`config.mk`:
```
export PLATFORM = sky130hd
export DESIGN_NAME = xsw_nm_buf
export DESIGN_NICKNAME = d
export VERILOG_FILES = /design/src/rtl/xsw_pkg.sv /design/src/rtl/xsw_ofifo.sv /design/src/rtl/xsw_nm_buf.sv
export SDC_FILE = /design/constraint.sdc
export NUM_CORES = 1
export LEC_CHECK = 0
export ABC_AREA = 1
export CAP_MARGIN = 25
export CORE_AREA = 3 3 94 141
export CTS_BUF_LIST = sky130_fd_sc_hd__clkbuf_4 sky130_fd_sc_hd__clkbuf_8
export CTS_CLUSTER_DIAMETER = 80
export CTS_CLUSTER_SIZE = 14
export DETAILED_ROUTE_END_ITERATION = 16
export DIE_AREA = 0 0 97 144
export PLACE_DENSITY = 0.57
export SYNTH_ARGS = -nofsm -noshare
export SYNTH_HDL_FRONTEND = slang
export SYNTH_HIERARCHICAL = 1
export SYNTH_SLANG_ARGS = --single-unit
```
`constraint.sdc`:
```
create_clock -name clk -period 2.71 [get_ports clk]
set_input_delay 0.813 -clock clk [delete_from_list [all_inputs] [get_ports clk]]
set_output_delay 0.813 -clock clk [all_outputs]
set_load 0.02 [all_outputs]
```
`src/rtl/xsw_pkg.sv`:
```
// Shared types and helpers for the xsw_nm_buf crossbar.
// The lock-state enum is used only when XSW_LOCK_EN is defined.
package xsw_pkg;

    // Widest source count rr_pick can arbitrate over.
    localparam int unsigned RR_MAX = 32;

    typedef enum logic [0:0] {
        LkFree,
        LkLocked
    } lock_st_e;

    // Bits needed to hold an occupancy count from 0 to depth inclusive.
    function automatic int unsigned lvl_w(input int unsigned depth);
        return $clog2(depth + 1);
    endfunction

    // One-hot winner: the first set bit of req at or after ptr, wrapping within n.
    function automatic logic [RR_MAX-1:0] rr_pick(
        input logic [RR_MAX-1:0] req,
        input int unsigned       ptr,
        input int unsigned       n
    );
        logic [RR_MAX-1:0] gnt;
        logic              found;
        int unsigned       idx;
        gnt   = '0;
        found = 1'b0;
        for (int unsigned k = 0; k < RR_MAX; k++) begin
            if (k < n) begin
                idx = ptr + k;
                if (idx >= n) begin
                    idx = idx - n;
                end
                if (!found && req[idx]) begin
                    gnt[idx] = 1'b1;
                    found    = 1'b1;
                end
            end
        end
        return gnt;
    endfunction

endpackage

```
`src/rtl/xsw_ofifo.sv`:
```
// Per-output FIFO: DEPTH entries, any DEPTH >= 1.
// A push into a full FIFO is refused even when a pop happens in the same cycle.
module xsw_ofifo
    import xsw_pkg::*;
#(
    parameter int unsigned P     = 10,
    parameter int unsigned DEPTH = 2
) (
    input  logic                      clk,
    input  logic                      rstn,
    input  logic                      i_push,
    input  logic [P-1:0]              i_pld,
    input  logic                      i_pop,
    output logic                      o_vld,
    output logic [P-1:0]              o_pld,
    output logic [lvl_w(DEPTH)-1:0]   o_lvl
);

    localparam int unsigned LW = lvl_w(DEPTH);
    localparam int unsigned PW = (DEPTH > 1) ? $clog2(DEPTH) : 1;

    logic [P-1:0]  r_mem [DEPTH];
    logic [PW-1:0] r_wptr;
    logic [PW-1:0] r_rptr;
    logic [LW-1:0] r_lvl;

    logic          w_push;
    logic          w_pop;
    logic [PW-1:0] w_wptr_nxt;
    logic [PW-1:0] w_rptr_nxt;

    // Qualify push/pop against occupancy and compute wrapped pointers.
    always_comb begin
        w_push     = i_push && (r_lvl != LW'(DEPTH));
        w_pop      = i_pop && (r_lvl != '0);
        w_wptr_nxt = (r_wptr == PW'(DEPTH - 1)) ? '0 : r_wptr + 1'b1;
        w_rptr_nxt = (r_rptr == PW'(DEPTH - 1)) ? '0 : r_rptr + 1'b1;
    end

    // Storage array; contents are never visible while empty, so no reset.
    always_ff @(posedge clk) begin
        if (w_push) begin
            r_mem[r_wptr] <= i_pld;
        end
    end

    // Pointers and occupancy.
    always_ff @(posedge clk or negedge rstn) begin
        if (!rstn) begin
            r_wptr <= '0;
            r_rptr <= '0;
            r_lvl  <= '0;
        end else begin
            if (w_push) begin
                r_wptr <= w_wptr_nxt;
            end
            if (w_pop) begin
                r_rptr <= w_rptr_nxt;
            end
            unique case ({w_push, w_pop})
                2'b10:   r_lvl <= r_lvl + 1'b1;
                2'b01:   r_lvl <= r_lvl - 1'b1;
                default: r_lvl <= r_lvl;
            endcase
        end
    end

    // Head payload is masked to zero when empty.
    always_comb begin
        o_vld = (r_lvl != '0);
        o_pld = o_vld ? r_mem[r_rptr] : '0;
        o_lvl = r_lvl;
    end

endmodule

```
`src/rtl/xsw_nm_buf.sv`:
```
// N x M buffered crossbar: LUT routing on DST_ID, round-robin arbitration per
// output, DEPTH-entry FIFO per output. Unmapped beats are accepted, dropped and
// reported on err_s one cycle later.
// Optional feature: define XSW_LOCK_EN for per-output occupy/release locking.
module xsw_nm_buf
    import xsw_pkg::*;
#(
    parameter int unsigned N     = 2,
    parameter int unsigned M     = 3,
    parameter int unsigned P     = 10,
    parameter int unsigned LU_N  = 2,
    parameter int unsigned DEPTH = 2
) (
    input  logic                          clk,
    input  logic                          rstn,
    input  logic [(2**LU_N)*M-1:0]        lut,
    input  logic [N-1:0]                  vld_s,
    input  logic [N*P-1:0]                pld_s,
    output logic [N-1:0]                  gnt_s,
    input  logic [N-1:0]                  ocy,
    input  logic [N-1:0]                  rel,
    output logic [M-1:0]                  vld_m,
    output logic [M*P-1:0]                pld_m,
    input  logic [M-1:0]                  gnt_m,
    output logic [N-1:0]                  err_s,
    output logic [M*lvl_w(DEPTH)-1:0]     lvl_m
);

    localparam int unsigned LW   = lvl_w(DEPTH);
    localparam int unsigned PTRW = (N > 1) ? $clog2(N) : 1;

    logic [LU_N-1:0]   w_dst      [N];
    logic [M-1:0]      w_tgt      [N];
    logic [N-1:0]      w_unmap;
    logic [N-1:0]      w_lock_ok  [M];
    logic [RR_MAX-1:0] w_req      [M];
    logic [RR_MAX-1:0] w_pick     [M];
    logic [N-1:0]      w_win      [M];
    logic [M-1:0]      w_room;
    logic [M-1:0]      w_push;
    logic [P-1:0]      w_push_pld [M];
    logic [M-1:0]      w_vld;
    logic [P-1:0]      w_pld      [M];
    logic [LW-1:0]     w_lvl      [M];

    logic [PTRW-1:0]   r_ptr      [M];
    logic [N-1:0]      r_err;

    // Route lookup: DST_ID of each lane selects a one-hot target row.
    always_comb begin
        w_unmap = '0;
        for (int i = 0; i < N; i++) begin
            w_dst[i]   = pld_s[i*P + P - 1 -: LU_N];
            w_tgt[i]   = lut[w_dst[i]*M +: M];
            w_unmap[i] = (w_tgt[i] == '0);
        end
    end

`ifdef XSW_LOCK_EN
    lock_st_e        r_lk_st      [M];
    logic [PTRW-1:0] r_lk_own     [M];
    lock_st_e        w_lk_st_nxt  [M];
    logic [PTRW-1:0] w_lk_own_nxt [M];

    // While locked, only the owner may request the output.
    always_comb begin
        for (int o = 0; o < M; o++) begin
            w_lock_ok[o] = '0;
            for (int i = 0; i < N; i++) begin
                w_lock_ok[o][i] = (r_lk_st[o] == LkFree) || (r_lk_own[o] == PTRW'(i));
            end
        end
    end

    // Lock next state: occupy without release locks, release by the owner frees.
    always_comb begin
        for (int o = 0; o < M; o++) begin
            w_lk_st_nxt[o]  = r_lk_st[o];
            w_lk_own_nxt[o] = r_lk_own[o];
            for (int i = 0; i < N; i++) begin
                if (w_win[o][i]) begin
                    if (r_lk_st[o] == LkFree && ocy[i] && !rel[i]) begin
                        w_lk_st_nxt[o]  = LkLocked;
                        w_lk_own_nxt[o] = PTRW'(i);
                    end else if (r_lk_st[o] == LkLocked && rel[i]) begin
                        w_lk_st_nxt[o] = LkFree;
                    end
                end
            end
        end
    end

    // Lock state register.
    always_ff @(posedge clk or negedge rstn) begin
        if (!rstn) begin
            for (int o = 0; o < M; o++) begin
                r_lk_st[o]  <= LkFree;
                r_lk_own[o] <= '0;
            end
        end else begin
            for (int o = 0; o < M; o++) begin
                r_lk_st[o]  <= w_lk_st_nxt[o];
                r_lk_own[o] <= w_lk_own_nxt[o];
            end
        end
    end
`else
    // No locking: every source may always request.
    always_comb begin
        for (int o = 0; o < M; o++) begin
            w_lock_ok[o] = '1;
        end
    end
`endif

    // Per-output request vector and room check.
    always_comb begin
        w_room = '0;
        for (int o = 0; o < M; o++) begin
            w_req[o]  = '0;
            w_room[o] = (w_lvl[o] < LW'(DEPTH));
            for (int i = 0; i < N; i++) begin
                w_req[o][i] = vld_s[i] & w_tgt[i][o] & w_lock_ok[o][i];
            end
        end
    end

    // Round-robin pick per output; a full FIFO grants nothing.
    always_comb begin
        for (int o = 0; o < M; o++) begin
            w_pick[o] = '0;
            if (rstn && w_room[o]) begin
                w_pick[o] = rr_pick(w_req[o], 32'(r_ptr[o]), N);
            end
            w_win[o] = w_pick[o][N-1:0];
        end
    end

    // Mux the winning payload into each FIFO.
    always_comb begin
        w_push = '0;
        for (int o = 0; o < M; o++) begin
            w_push_pld[o] = '0;
            for (int i = 0; i < N; i++) begin
                if (w_win[o][i]) begin
                    w_push[o]     = 1'b1;
                    w_push_pld[o] = pld_s[i*P +: P];
                end
            end
        end
    end

    // Source grants: arbitration winners plus unmapped beats (sunk immediately).
    always_comb begin
        gnt_s = '0;
        for (int i = 0; i < N; i++) begin
            gnt_s[i] = rstn & vld_s[i] & w_unmap[i];
        end
        for (int o = 0; o < M; o++) begin
            for (int i = 0; i < N; i++) begin
                if (w_win[o][i]) begin
                    gnt_s[i] = 1'b1;
                end
            end
        end
    end

    // Arbitration pointers: move past the winner, hold otherwise.
    always_ff @(posedge clk or negedge rstn) begin
        if (!rstn) begin
            for (int o = 0; o < M; o++) begin
                r_ptr[o] <= '0;
            end
        end else begin
            for (int o = 0; o < M; o++) begin
                for (int i = 0; i < N; i++) begin
                    if (w_win[o][i]) begin
                        r_ptr[o] <= (i == N - 1) ? '0 : PTRW'(i + 1);
                    end
                end
            end
        end
    end

    // Error pulse one cycle after an unmapped beat is accepted.
    always_ff @(posedge clk or negedge rstn) begin
        if (!rstn) begin
            r_err <= '0;
        end else begin
            r_err <= vld_s & w_unmap;
        end
    end

    assign err_s = r_err;

    for (genvar go = 0; go < M; go++) begin : g_out
        xsw_ofifo #(
            .P     (P),
            .DEPTH (DEPTH)
        ) u_fifo (
            .clk    (clk),
            .rstn   (rstn),
            .i_push (w_push[go]),
            .i_pld  (w_push_pld[go]),
            .i_pop  (gnt_m[go]),
            .o_vld  (w_vld[go]),
            .o_pld  (w_pld[go]),
            .o_lvl  (w_lvl[go])
        );

        assign vld_m[go]           = w_vld[go];
        assign pld_m[go*P +: P]    = w_pld[go];
        assign lvl_m[go*LW +: LW]  = w_lvl[go];
    end

    // A valid beat must target at most one output.
    for (genvar gi = 0; gi < N; gi++) begin : g_tgt_chk
        a_tgt_onehot: assert property (@(posedge clk) disable iff (!rstn)
            vld_s[gi] |-> $onehot0(w_tgt[gi]));
    end

endmodule

```
## After elaboration in Yosys (flattened, before gate mapping)

Memories as Yosys holds them, arrays and structs flattened.
Cells that the tools add are included.

| operators by class | value |
|---|---|
| add/sub/neg operators | 21 |
| multipliers | 2 |
| order comparisons | 21 |
| equality and inequality tests | 9 |
| shift operators | 2 |
| muxes and demuxes | 96 |
| bitwise operators | 14 |
| reduce and logical (&&, ||, !) cells | 32 |

Operators with widths:

| operator | count |
|---|---|
| two-way mux 32 bit | 12 |
| greater-or-equal comparator 32 x 1 -> 1 bit (second input constant) | 6 |
| < comparator 32 x 6 -> 1 bit (second input constant) | 6 |
| two-way mux 10 bit | 9 |
| two-way mux 1 bit | 48 |
| binary-select mux 1 bit (select 5 bit) | 6 |
| demux 1 bit (select 5 bit) | 6 |
| two-way mux 2 bit | 12 |
| indexed part select 12 x 5 -> 3 bit | 2 |
| logical AND 1 bit | 18 |
| nonzero test 2 bit | 9 |
| one-hot mux 2 bit (2 select lines) | 3 |
| AND 1 bit | 10 |
| subtractor 1 x 2 -> 3 bit (second input constant) | 3 |
| subtractor 2 x 2 -> 3 bit (second input constant) | 3 |
| multiplier 2 x 2 -> 4 bit (second input constant) | 2 |
| adder 1 bit (second input constant) | 6 |
| adder 1 x 1 -> 2 bit (second input constant) | 3 |
| adder 2 x 1 -> 2 bit (second input constant) | 3 |
| equality test 2 x 1 -> 1 bit (second input constant) | 3 |
| equality test 2 bit (second input constant) | 3 |
| greater-or-equal comparator 1 x 2 -> 1 bit (second input constant) | 3 |
| greater-or-equal comparator 2 bit (second input constant) | 3 |
| logical NOT 3 bit | 2 |
| other kinds (6) | 16 |

| word-level totals | value |
|---|---|
| register bits | 17 |
| bits in writable memories | 60 |
| memories | 3 |

Memory list:

| memory | words | width | read ports | clocked after Yosys merged registers in | wr ports | line | text |
|---|---|---|---|---|---|---|---|
| g_out[0].u_fifo.r_mem | 2 | 10 | 1 | 0 | 1 | xsw_ofifo.sv:22 | `logic [P-1:0] r_mem [DEPTH];` |
| g_out[1].u_fifo.r_mem | 2 | 10 | 1 | 0 | 1 | xsw_ofifo.sv:22 |  |
| g_out[2].u_fifo.r_mem | 2 | 10 | 1 | 0 | 1 | xsw_ofifo.sv:22 |  |

## Depth between registers and ports, before layout

Gate-level depths: netlist (run 1).

| depth | value |
|---|---|
| word-level depth | 17 |
| depth in mapped cells | 16 |
| depth with buffers taken out | 14 |

## By module

Netlist (run 1), hierarchy kept.

Modules (own cells, without submodules):

| module | times used | cells an instance | area an instance (sq um) | sequential area each (sq um) |
|---|---|---|---|---|
| xsw_ofifo | 3 | 85 | 979.7 | 700.7 |
| xsw_nm_buf | 1 | 200 | 1148.6 | 125.1 |

## Worst setup path after synthesis (run 1)

No wires, ideal clock.

| timing | value |
|---|---|
| kind | input -> register |
| start point | in pld_s[18] |
| end point | mem g_out[2].u_fifo.r_mem[1][0], enable pin |
| setup time | 0.376 ns |
| data arrival time | 2.144 ns |
| setup slack | 0.190 ns |
| stages on the path | 11 |
| path through | buf_6 -> inv_8 -> nand2_1 -> nand3_1 -> nand3_1 -> nor2_1 -> nand2_2 -> buf_6 -> nand2_1 -> nand2_1 -> nor2_1 |

| on the way | value |
|---|---|
| longest elaborated chain between the ends | 16 |
| elaborated cells on any way between the ends | 21 |
| those cells by class | mul (1); shift (1); mux (14); bitwise (2); reduce/logical (3) |

RTL lines:

| what | line | text |
|---|---|---|
| start: declaration | xsw_nm_buf.sv:18 | `input logic [N*P-1:0] pld_s,` |
| multiplier 2 x 2 -> 4 bit * | xsw_nm_buf.sv:54 | `w_tgt[i] = lut[w_dst[i]*M +: M];` |
| indexed part select 12 x 5 -> 3 bit * | xsw_nm_buf.sv:54 |  |
| AND 1 bit * | xsw_nm_buf.sv:123 | `w_req[o][i] = vld_s[i] & w_tgt[i][o] & w_lock_ok[o][i];` |
| binary-select mux 1 bit (select 5 bit) | xsw_pkg.sv:35 | `if (!found && req[idx]) begin` |
| two-way mux 1 bit (implied by the code) | xsw_pkg.sv:35 |  |
| two-way mux 1 bit | xsw_pkg.sv:35 |  |
| two-way mux 1 bit | xsw_nm_buf.sv:132 | `if (rstn && w_room[o]) begin` |
| logical NOT 1 bit | xsw_pkg.sv:35 |  |
| logical AND 1 bit | xsw_pkg.sv:35 |  |
| two-way mux 2 bit * | xsw_pkg.sv:35 |  |
| two-way mux 2 bit * | xsw_nm_buf.sv:132 |  |
| two-way mux 1 bit | xsw_nm_buf.sv:145 | `if (w_win[o][i]) begin` |
| two-way mux 1 bit * | xsw_nm_buf.sv:145 |  |
| named net w_push[2] | xsw_nm_buf.sv:40 | `logic [M-1:0] w_push;` |
| logical AND 1 bit * | xsw_ofifo.sv:34 | `w_push = i_push && (r_lvl != LW'(DEPTH));` |
| two-way mux 1 bit * | xsw_ofifo.sv:42 | `if (w_push) begin` |
| two-way mux 1 bit (implied by the code) * | xsw_ofifo.sv:43 | `r_mem[r_wptr] <= i_pld;` |
| end: declaration | xsw_ofifo.sv:22 |  |

The timed path passes the listed nets; every way through them passes the cells marked *. The select of a mux whose other input is x is not followed.

## Worst setup path after layout (run 1)

| timing | value |
|---|---|
| start point | in lut[3] |
| end point | out gnt_s[1] |

| on the way | value |
|---|---|
| longest elaborated chain between the ends | 13 |
| elaborated cells on any way between the ends | 52 |
| those cells by class | shift (2); mux (33); bitwise (10); reduce/logical (7) |

RTL lines:

| what | line | text |
|---|---|---|
| start: declaration | xsw_nm_buf.sv:16 | `input logic [(2**LU_N)*M-1:0] lut,` |
| indexed part select 12 x 5 -> 3 bit | xsw_nm_buf.sv:54 |  |
| AND 1 bit | xsw_nm_buf.sv:123 |  |
| binary-select mux 1 bit (select 5 bit) | xsw_pkg.sv:35 |  |
| two-way mux 1 bit (implied by the code) | xsw_pkg.sv:35 |  |
| two-way mux 1 bit | xsw_pkg.sv:35 |  |
| two-way mux 1 bit | xsw_nm_buf.sv:132 |  |
| logical NOT 1 bit | xsw_pkg.sv:35 |  |
| logical AND 1 bit | xsw_pkg.sv:35 |  |
| two-way mux 2 bit | xsw_pkg.sv:35 |  |
| two-way mux 2 bit | xsw_nm_buf.sv:132 |  |
| two-way mux 1 bit (2 in series) | xsw_nm_buf.sv:161 | `if (w_win[o][i]) begin` |
| two-way mux 1 bit * | xsw_nm_buf.sv:161 |  |
| end: declaration | xsw_nm_buf.sv:19 | `output logic [N-1:0] gnt_s,` |

Every way passes the cells marked *; elsewhere a longest branch is shown, timed or not. The select of a mux whose other input is x is not followed.

==> impl_metrics.yaml, run 1 <==
finish:
  synthToLayoutAreaGrowth_pct: 40.74
  drive_above_1_share: 0.2530
  fin_area_um2: 5753
  antenna_cells: 0
  final_nets: 622
  fin_cells: 734
floorplanning:
  rows: 49
  core_area_um2: 12080
  die_area_um2: 13970
  die_w_um: 97
  ios: 86
  die_y_um: 144
  initial_core_util: 0.3384
drt:
  first_pass_iters: 6
  vias: 3515
  drt-total-wl_um: 11080
  vias_per_cell: 4.789
  drc: 0
  wire_per_inst_um: 15.10
  ant_nets: 0
  drtIter0Drc: 125
clock_network:
  clk_latency_ps: 350
  clock-root-buffer: "clkbuf_8"
  cts_hold_buf: 0
  cts_tree: "done"
  clockBufferDepth: 2
  clock-sinks: 77
  cts_buffers: 9
  htree_levels: 3
  path_clk_slew_ps: 80
placed_design:
  gp_congestion: 0.8887
  port-buffer-count: 81
  placed_cell_area_um2: 5284
  place_inst: 713
  hpwlAfterDp_um: 8415
  dp_slack_ps: -919.7
grt:
  grt_pass1_wl_um: 17140
  antenna_found_initial: 0
  first_global_vias: 3459
  grt_max_degree: 20
  grt-ovfl-total: 0
  grtUsageTotal: 0.1576
logic_synthesis:
  synthesis.nets: 501
  synthCells: 455
  yosysUniqueCellTypes: 26
  synth_ff_type: "edfxtp_1"
  synth_edf_count: 60
  ys_ff_latch: 77
  syn_area_per_cell_um2: 8.984
  ys_warn_count: 6
  syn_area_um2: 4088
  ys_seq_area_frac: 0.5448
  async_flop_share: 0.2208
timing:
  setup_violations: 1
  max_freq_ghz: 0.3677
  rsz0062_at_grt: "true"
  fin_worst_skew_ps: 11.47
  final-hold-violation-count: 0
  period_share: 1.004
  relSlewSlack: 0.7431
  worst_pin_slew_ps: 381.3
  fin_ws_ps: -9.971
  fin_crit_ps: 2720
  slew_viol_final: 0
power:
  power.share.clock: 0.200
  p_sw_w: 0.001913
  power_density_nw_per_um2: 864.5
  p_leak_nw: 2.730
  comb_power_share: 0.472
  power.internal_w: 0.003061
  switching_share: 0.3846
  irDropWorstVdd_mv: 0.2675
  power_w: 0.004973
  power.share.sequential: 0.328
worst_setup_path:
  r2r_cells: 12
  crit_fanout: 3
  reg2reg_to: "g_out[0].u_fifo/o_lvl[1]"
  path_common_cell: "nand2_1"
  cp_num_buf_inv: 2
  cp-end-kind: "output port"
  critPathArrivalTime_ps: 1910
  cp-endpoint: "gnt_s[1]"
  worst_r2r_startpoint: "g_out[0].u_fifo/o_lvl[1]"
  crit_chain: "dlygate4sd2_1 > nand2_1 > nand3_2 > nand2_1 > nand3_2 > nor2_1 > nor2_2 > nand2_1 > buf_6"
  r2r_slack_ps: 660
  cp_slowest_cell: "dlygate4sd2_1"
  cp.required_ps: 1900
  critical-path-top-delay-family: "simple AND/OR/NAND/NOR gates"
  worstSetupPathDepth: 9
  max_stage_delay_ps: 280
  critPathKind: "input port to output port"
  critPathLaunchType: "input port"
  crit_path_start: "lut[3]"
job:
  drv_cap: 0
status:
  outcome: "finished, violations left"
  violations: "negative setup slack"
hold_path:
  min_path_type: "input port to asynchronous set/reset pin"
==> cell usage after synthesis, types with 2 or more instances <==
cell type / count / share of area
inv_2: 3 / 0.0028
or2_1: 2 / 0.0031
nand4_1: 7 / 0.011
nand3_1: 39 / 0.048
buf_2: 6 / 0.0073
xnor2_1: 3 / 0.0064
edfxtp_1: 60 / 0.44
o21ai_2: 16 / 0.034
buf_6: 8 / 0.022
nor2_2: 10 / 0.015
nand3_2: 7 / 0.017
o21ai_0: 5 / 0.0061
ha_1: 3 / 0.0092
dfrtp_1: 17 / 0.10
nand2_2: 2 / 0.0031
nor2_1: 13 / 0.012
nand2_1: 162 / 0.15
buf_4: 6 / 0.011
a21oi_1: 30 / 0.037
inv_1: 45 / 0.041
nand4_2: 2 / 0.0061
o21ai_1: 5 / 0.0061
==> power groups by stage <==
| stage | logic, W | clock network (W) | registers, W |
|---|---|---|---|
| 2_1_floorplan | 0.00133 | 0 | 0.00170 |
| 3_3_place_gp | 0.00240 | 0 | 0.00164 |
| 3_5_place_dp | 0.00242 | 0 | 0.00164 |
| 4_1_cts | 0.00239 | 0.00102 | 0.00163 |
| 5_1_grt | 0.00257 | 0.00106 | 0.00166 |
| 6_report | 0.00235 | 0.000995 | 0.00163 |
==> area by class of cell <==
cell class,instances,area [um^2]
Timing Repair Buffer,131,1212
Multi-Input combinational cell,307,1673
Inverter,50,209.0
Tap cell,153,191.4
Clock inverter,3,67.56
Sequential cell,77,2227
Fill cell,1142,6325
Clock buffer,13,172.7
==> cells in the final DEF (no fill, tap or decap), drive strengths merged <==
| master | netlist | final |
|---|---|---|
| nand3 | 46 | 46 |
| dlymetal6s2s | 0 | 15 |
| clkinvlp | 0 | 2 |
| bufinv | 0 | 2 |
| o21ai | 26 | 26 |
| nor2 | 24 | 24 |
| a21oi | 30 | 30 |
| inv | 50 | 49 |
| xnor2 | 3 | 3 |
| nand2 | 164 | 164 |
| clkdlybuf4s50 | 0 | 30 |
| clkbuf | 1 | 14 |
| edfxtp | 60 | 60 |
| or2 | 2 | 2 |
| dfrtp | 17 | 17 |
| buf | 20 | 56 |
| ha | 3 | 3 |
| dlygate4sd2 | 0 | 29 |
| nand4 | 9 | 9 |
==> state kept, by name, indices dropped and copies added, names as in the netlist <==
| signal | count |
|---|---|
| g_out.u_fifo/r_mem | 60 |
| g_out.u_fifo/r_wptr | 3 |
| err_s | 2 |
| g_out.u_fifo/o_lvl | 6 |
| g_out.u_fifo/r_rptr | 3 |
| r_ptr | 3 |
==> routing by layer <==
metal | global-route usage | share of wire | vias up
li1 | - | - | 1739
met1 | 0.1619 | 0.37 | 1658
met2 | 0.3031 | 0.55 | 96
met3 | 0.03330 | 0.046 | 22
met4 | 0.07544 | 0.034 | 0
met5 | 0 | 0 | -
==> repair_timing <==
| action | CTS | global route |
|---|---|---|
| setup buffers | 4 | 0 |
| endpoints found under the hold margin | 0 | 0 |
| pin swaps | 18 | 11 |
| endpoints found under the setup margin | 16 | 17 |
| resized for setup | 94 | 36 |
| cloned | 1 | 0 |
==> through the flow <==
step	utilization	setup TNS (ps)	hold WS (ps)
2_1_floorplan	-	0	441.9
3_3_place_gp	0.4375	-14060	453.3
3_5_place_dp	0.4375	-14290	458.9
4_1_cts	0.4678	0	476.7
5_1_grt	0.4763	-126.0	436.6
6_report	0.4763	-9.971	425.5
==> kinds of logic (layout without fill, tap and decap cells) <==
kind of cell    after synthesis  in the layout  synth area share
compound gates               56             56           0.08325
xor+xnor                      3              3          0.006429
fa+ha+maj                     3              3          0.009184
buf+inv                      71            197           0.08968
flops                        77             77            0.5448
simple gates                245            245            0.2666
==> worst min path at each step <==
stage               slack [ps]  cells past startpoint                  endpoint
floorplan                  440                      2    g_out[0].u_fifo/r_wptr
global placement           450                      2    g_out[2].u_fifo/r_wptr
detailed placement         460                      2    g_out[2].u_fifo/r_wptr
CTS                        480                      2    g_out[0].u_fifo/r_wptr
global route               440                      2  g_out[1].u_fifo/o_lvl[0]
finish                     430                      2  g_out[1].u_fifo/o_lvl[0]
Note: power is estimated with default switching activity, not from simulation.
==> run 2: changes to the inputs <==
--- a/config.mk
+++ b/config.mk
@@ -6,6 +6,7 @@
 export NUM_CORES = 1
 export LEC_CHECK = 0
 export ABC_AREA = 1
+export ABC_CLOCK_PERIOD_IN_PS = 2710
 export CAP_MARGIN = 25
 export CORE_AREA = 3 3 94 141
 export CTS_BUF_LIST = sky130_fd_sc_hd__clkbuf_4 sky130_fd_sc_hd__clkbuf_8
@@ -14,6 +15,7 @@
 export DETAILED_ROUTE_END_ITERATION = 16
 export DIE_AREA = 0 0 97 144
 export PLACE_DENSITY = 0.57
+export SETUP_SLACK_MARGIN = 0.4
 export SYNTH_ARGS = -nofsm -noshare
 export SYNTH_HDL_FRONTEND = slang
 export SYNTH_HIERARCHICAL = 1
==> impl_metrics.yaml, run 2 (synthesis results as in run 1) <==
worst_setup_path:
  path_common_cell: "nand2_2"
  worst_r2r_startpoint: "g_out[2].u_fifo/o_lvl[1]"
  r2r_slack_ps: 610
  critPathKind: "input port to output port"
  max_stage_delay_ps: 150
  cp_slowest_cell: "nand4_1"
  r2r_cells: 13
  reg2reg_to: "g_out[2].u_fifo/o_lvl[1]"
  crit_fanout: 7
  critPathLaunchType: "input port"
  crit_chain: "buf_6 > buf_8 > clkinv_8 > nand2_2 > nand3_4 > nand4_1 > nand2_2 > nand2_1 > inv_1 > nand2_2 > buf_6"
  cp.required_ps: 1900
  cp-end-kind: "output port"
  critPathArrivalTime_ps: 1830
drt:
  drtIter0Drc: 168
  drc: 0
  first_pass_iters: 5
  vias: 3677
  wire_per_inst_um: 15.44
  ant_nets: 0
  drt-total-wl_um: 11730
  vias_per_cell: 4.838
hold_path:
  min_path_type: "input port to asynchronous set/reset pin"
finish:
  mostFrequentLayoutCells: "nand2_1, buf_4, edfxtp_1"
  nFillCells: 1053
  antenna_cells: 0
  final_common_cell: "nand2_1"
  synthToLayoutAreaGrowth_pct: 57.12
  drive_above_1_share: 0.4481
  largest_reg_flops: 60
  top_register: "g_out.u_fifo/r_mem"
  final_nets: 648
power:
  power_density_nw_per_um2: 866.1
  power_w: 0.005563
  irDropWorstVdd_mv: 0.2827
  p_leak_nw: 2.870
floorplanning:
  die_area_um2: 13970
  core_area_um2: 12080
  initial_core_util: 0.3384
  die_w_um: 97
  die_y_um: 144
  ios: 86
  rows: 49
clock_network:
  clock-root-buffer: "clkbuf_8"
  htree_levels: 3
  cts_buffers: 9
  clockBufferDepth: 2
  path_clk_slew_ps: 80
  clk_latency_ps: 350
  cts_tree: "done"
  clock-sinks: 77
timing:
  fin_crit_ps: 2646
  slew_viol_final: 0
  worst_pin_slew_ps: 315.7
  final-hold-violation-count: 0
  max_freq_ghz: 0.3779
  fin_worst_skew_ps: 7.427
  setup_violations: 0
  relSlewSlack: 0.7873
  period_share: 0.9764
  fin_tns_setup_ps: 0
  rsz0062_at_grt: "true"
placed_design:
  gp_congestion: 0.8564
  port-buffer-count: 81
  hpwlAfterDp_um: 8283
grt:
  first_global_vias: 3651
  grtUsageTotal: 0.1623
  antenna_found_initial: 0
  grt-ovfl-total: 0
  grt_max_degree: 20
  grt_pass1_wl_um: 17770
status:
  outcome: "finished, final reports clean"
job:
  drv_cap: 0
==> run 2: metal layers <==
metal  vias to the layer above  wire, um  global-route usage
met5                         -         0                   0
met4                         0       404             0.07396
met3                        22       511             0.03475
met2                        93      6438              0.3079
met1                      1775      4377              0.1716
li1                       1787         -                   -
==> run 2: per-stage QoR <==
stage | setup WS (ps) | hold slack, ps | area (um^2) | cells | util
2_1_floorplan | 315.7 | 441.9 | 4188 | 455 | -
3_3_place_gp | -808.9 | 453.7 | 5416 | 713 | 0.4485
3_5_place_dp | -808.5 | 462.1 | 5416 | 713 | 0.4485
4_1_cts | 55.41 | 480.9 | 5873 | 752 | 0.4863
5_1_grt | -28.96 | 446.8 | 6422 | 760 | 0.5318
6_report | 63.98 | 435.1 | 6422 | 760 | 0.5318
==> run 2: how the worst max path moves through the flow <==
stage	slack, ps	end	start
floorplan	320	gnt_s[1]	pld_s[18]
global placement	-810	gnt_s[0]	pld_s[8]
detailed placement	-810	gnt_s[0]	pld_s[8]
CTS	60	gnt_s[0]	pld_s[18]
global route	-30	gnt_s[1]	lut[7]
finish	60	gnt_s[0]	pld_s[18]
==> run 2: what timing repair did <==
| item | CTS | global route |
|---|---|---|
| gates cloned | 2 | 3 |
| resized for setup | 218 | 159 |
| setup endpoints to repair | 92 | 86 |
| pin swaps | 23 | 47 |
| hold buffers | 0 | 0 |
| setup buffers | 21 | 5 |
==> run 2: area by class of cell <==
cell class	count	area, um^2	area share
clock buffers	9	123.9	0.01929
clock inverters	7	137.6	0.02143
flip-flops and latches	77	2228	0.3470
inverters	50	224.0	0.03487
repair buffers	157	1466	0.2283
multi-input cells	307	2051	0.3193
well taps	153	191.4	0.02981
==> run 2: worst max-delay path, delay by kind of cell <==
kind | cells | cell delay [ps]
buffers and inverters | 5 | 480
and+or+nand+nor | 6 | 540
==> run 2: report_power, final <==
| group | switching [W] | internal [W] | leakage, nW | total [W] |
|---|---|---|---|---|
| logic | 0.00161 | 0.00119 | 1.95 | 0.00280 |
| registers | 0.000138 | 0.00151 | 0.787 | 0.00164 |
| clock network | 0.000417 | 0.000701 | 0.129 | 0.00112 |
==> run 3: changes to the inputs <==
--- a/config.mk
+++ b/config.mk
@@ -6,7 +6,7 @@
 export NUM_CORES = 1
 export LEC_CHECK = 0
 export ABC_AREA = 1
-export ABC_CLOCK_PERIOD_IN_PS = 2710
+export ABC_CLOCK_PERIOD_IN_PS = 3110
 export CAP_MARGIN = 25
 export CORE_AREA = 3 3 94 141
 export CTS_BUF_LIST = sky130_fd_sc_hd__clkbuf_4 sky130_fd_sc_hd__clkbuf_8
@@ -16,6 +16,7 @@
 export DIE_AREA = 0 0 97 144
 export PLACE_DENSITY = 0.57
 export SETUP_SLACK_MARGIN = 0.4
+export SLEW_MARGIN = 20
 export SYNTH_ARGS = -nofsm -noshare
 export SYNTH_HDL_FRONTEND = slang
 export SYNTH_HIERARCHICAL = 1
==> constraint.sdc (replaced) <==
create_clock -name clk -period 3.11 [get_ports clk]
set_input_delay 0.933 -clock clk [delete_from_list [all_inputs] [get_ports clk]]
set_output_delay 0.933 -clock clk [all_outputs]
set_load 0.02 [all_outputs]
==> impl_metrics.yaml, run 3 (synthesis results as in run 1) <==
placed_design:
  gp_congestion: 0.8738
  port-buffer-count: 81
  hpwlAfterDp_um: 8236
  dp_slack_ps: -736.5
timing:
  slew_viol_final: 0
  fin_hold_ws_ps: 469.6
  fin_worst_skew_ps: 9.285
  fin_ws_ps: 255.2
  period_share: 0.9180
  final-hold-violation-count: 0
  setup_violations: 0
  rsz0062_at_grt: "true"
  worst_pin_slew_ps: 430.7
  fin_crit_ps: 2855
  max_freq_ghz: 0.3503
  relSlewSlack: 0.7126
  fin_tns_setup_ps: 0
finish:
  mostFrequentLayoutCells: "nand2_1, edfxtp_1, inv_1, buf_4, a21oi_1"
  drive_above_1_share: 0.2948
  final_common_cell: "nand2_1"
  largest_reg_flops: 60
  top_register: "g_out.u_fifo/r_mem"
  antenna_cells: 0
  synthToLayoutAreaGrowth_pct: 41.41
  final_nets: 621
  final_util: 0.4786
floorplanning:
  die_y_um: 144
  core_area_um2: 12080
  initial_core_util: 0.3384
  rows: 49
  die_area_um2: 13970
  die_w_um: 97
  ios: 86
clock_network:
  clk_latency_ps: 340
  clock-sinks: 77
  path_clk_slew_ps: 60
  cts_tree: "done"
  cts_hold_buf: 0
  clockBufferDepth: 2
  cts_buffers: 9
  clock-root-buffer: "clkbuf_8"
  htree_levels: 3
grt:
  grt_util_met2: 0.2999
  gr-usage-met3: 0.02944
  grtUsageTotal: 0.1597
  first_global_vias: 3620
  grt_busiest_layer: "met2"
  grt_max_degree: 20
  use_met1: 0.1763
  grt-ovfl-total: 0
  grt_pass1_wl_um: 17610
  antenna_found_initial: 0
drt:
  ant_nets: 0
  drt-total-wl_um: 11080
  vias_per_cell: 4.754
  drc: 0
  drtIter0Drc: 134
  vias: 3485
  wire_per_inst_um: 15.11
  first_pass_iters: 6
power:
  comb_power_share: 0.469
  irDropWorstVdd_mv: 0.2596
  power.share.sequential: 0.353
  power_w: 0.004243
  p_sw_w: 0.001694
  switching_share: 0.3992
  power_density_nw_per_um2: 733.9
  power.internal_w: 0.002549
  p_leak_nw: 2.599
  power.share.clock: 0.178
worst_setup_path:
  reg2reg_to: "g_out[0].u_fifo/o_lvl[1]"
  r2r_slack_ps: 850
  worst_r2r_startpoint: "g_out[0].u_fifo/o_lvl[1]"
  critPathLaunchType: "input port"
  critPathArrivalTime_ps: 1920
  max_stage_delay_ps: 210
  cp-end-kind: "output port"
  cp_slowest_cell: "buf_2"
  cp.required_ps: 2180
  r2r_cells: 13
  crit_chain: "buf_2 > inv_4 > nand3_4 > nand3_2 > nor2_4 > nor2_2 > nor2_1 > nand2_2 > buf_6"
  crit_fanout: 5
  critPathKind: "input port to output port"
status:
  outcome: "finished, final reports clean"
hold_path:
  holdCritStartpoint: "g_out[2].u_fifo/r_wptr"
  whs_endpoint: "g_out[2].u_fifo/r_wptr"
  whs_path_depth: 2
  min_path_type: "flip-flop to flip-flop"
job:
  drv_cap: 0
## run 3: changes by cell type in the layout (fill, tap and decap cells not counted), sizes merged
| cell | delta |
|---|---|
| clkdlybuf4s15 | +1 |
| inv | +2 |
| bufinv | -3 |
| buf | -58 |
| dlymetal6s2s | -1 |
| clkinv | -2 |
| clkinvlp | -2 |
| clkbuf | +4 |
| dlygate4sd2 | +25 |
| clkdlybuf4s50 | +7 |
## run 3: cell type report
cell class | instances | area, um^2
Fill cell | 1147 | 6297
Timing Repair Buffer | 130 | 1191
Clock inverter | 2 | 35.03
Tap cell | 153 | 191.4
Clock buffer | 14 | 167.7
Multi-Input combinational cell | 307 | 1747
Inverter | 50 | 217.7
Sequential cell | 77 | 2231
## run 3: repair_timing
item                                   4_1_cts  5_1_grt
setup endpoints to repair                   48        6
setup buffers                               10        7
pin swaps                                   41       32
gates resized for setup                    134       47
endpoints found under the hold margin        0        0
## run 3: worst max-delay path, delay by kind of cell
kind | cells | cell delay [ps]
buffers and inverters | 3 | 430
AND/OR/NAND/NOR | 6 | 550
## run 3: power by group through the flow
stage | Combinational, W | Sequential (W) | Clock, W
after floorplan | 0.00116 | 0.00148 | 0
after detailed placement | 0.00198 | 0.00149 | 0
after global placement | 0.00194 | 0.00148 | 0
final | 0.00199 | 0.00150 | 0.000754
after global routing | 0.00219 | 0.00152 | 0.000808
after CTS | 0.00196 | 0.00150 | 0.000775
## run 3: per-stage QoR
step                      instances  area [um^2]
final                           733         5781
after floorplan                 455         4088
after detailed placement        700         5186
after CTS                       726         5585
after global routing            733         5781
after global placement          700         5186
## run 3: worst max path at each step
stage               end  slack (ps)      from  cells after the start
6_report       gnt_s[1]         260  pld_s[9]                      9
5_1_grt        gnt_s[1]         150    lut[4]                      9
4_1_cts        gnt_s[1]         250    lut[6]                      9
3_5_place_dp   gnt_s[0]        -740  pld_s[8]                     10
3_3_place_gp   gnt_s[0]        -730  pld_s[8]                     10
2_1_floorplan  gnt_s[0]         420  pld_s[8]                     10
## run 3: metal layers
layer,wire [um],vias up,part of all wire
met4,309,0,0.028
met3,410,20,0.037
met2,5981,90,0.54
li1,-,1733,-
met5,0,-,0
met1,4375,1642,0.39
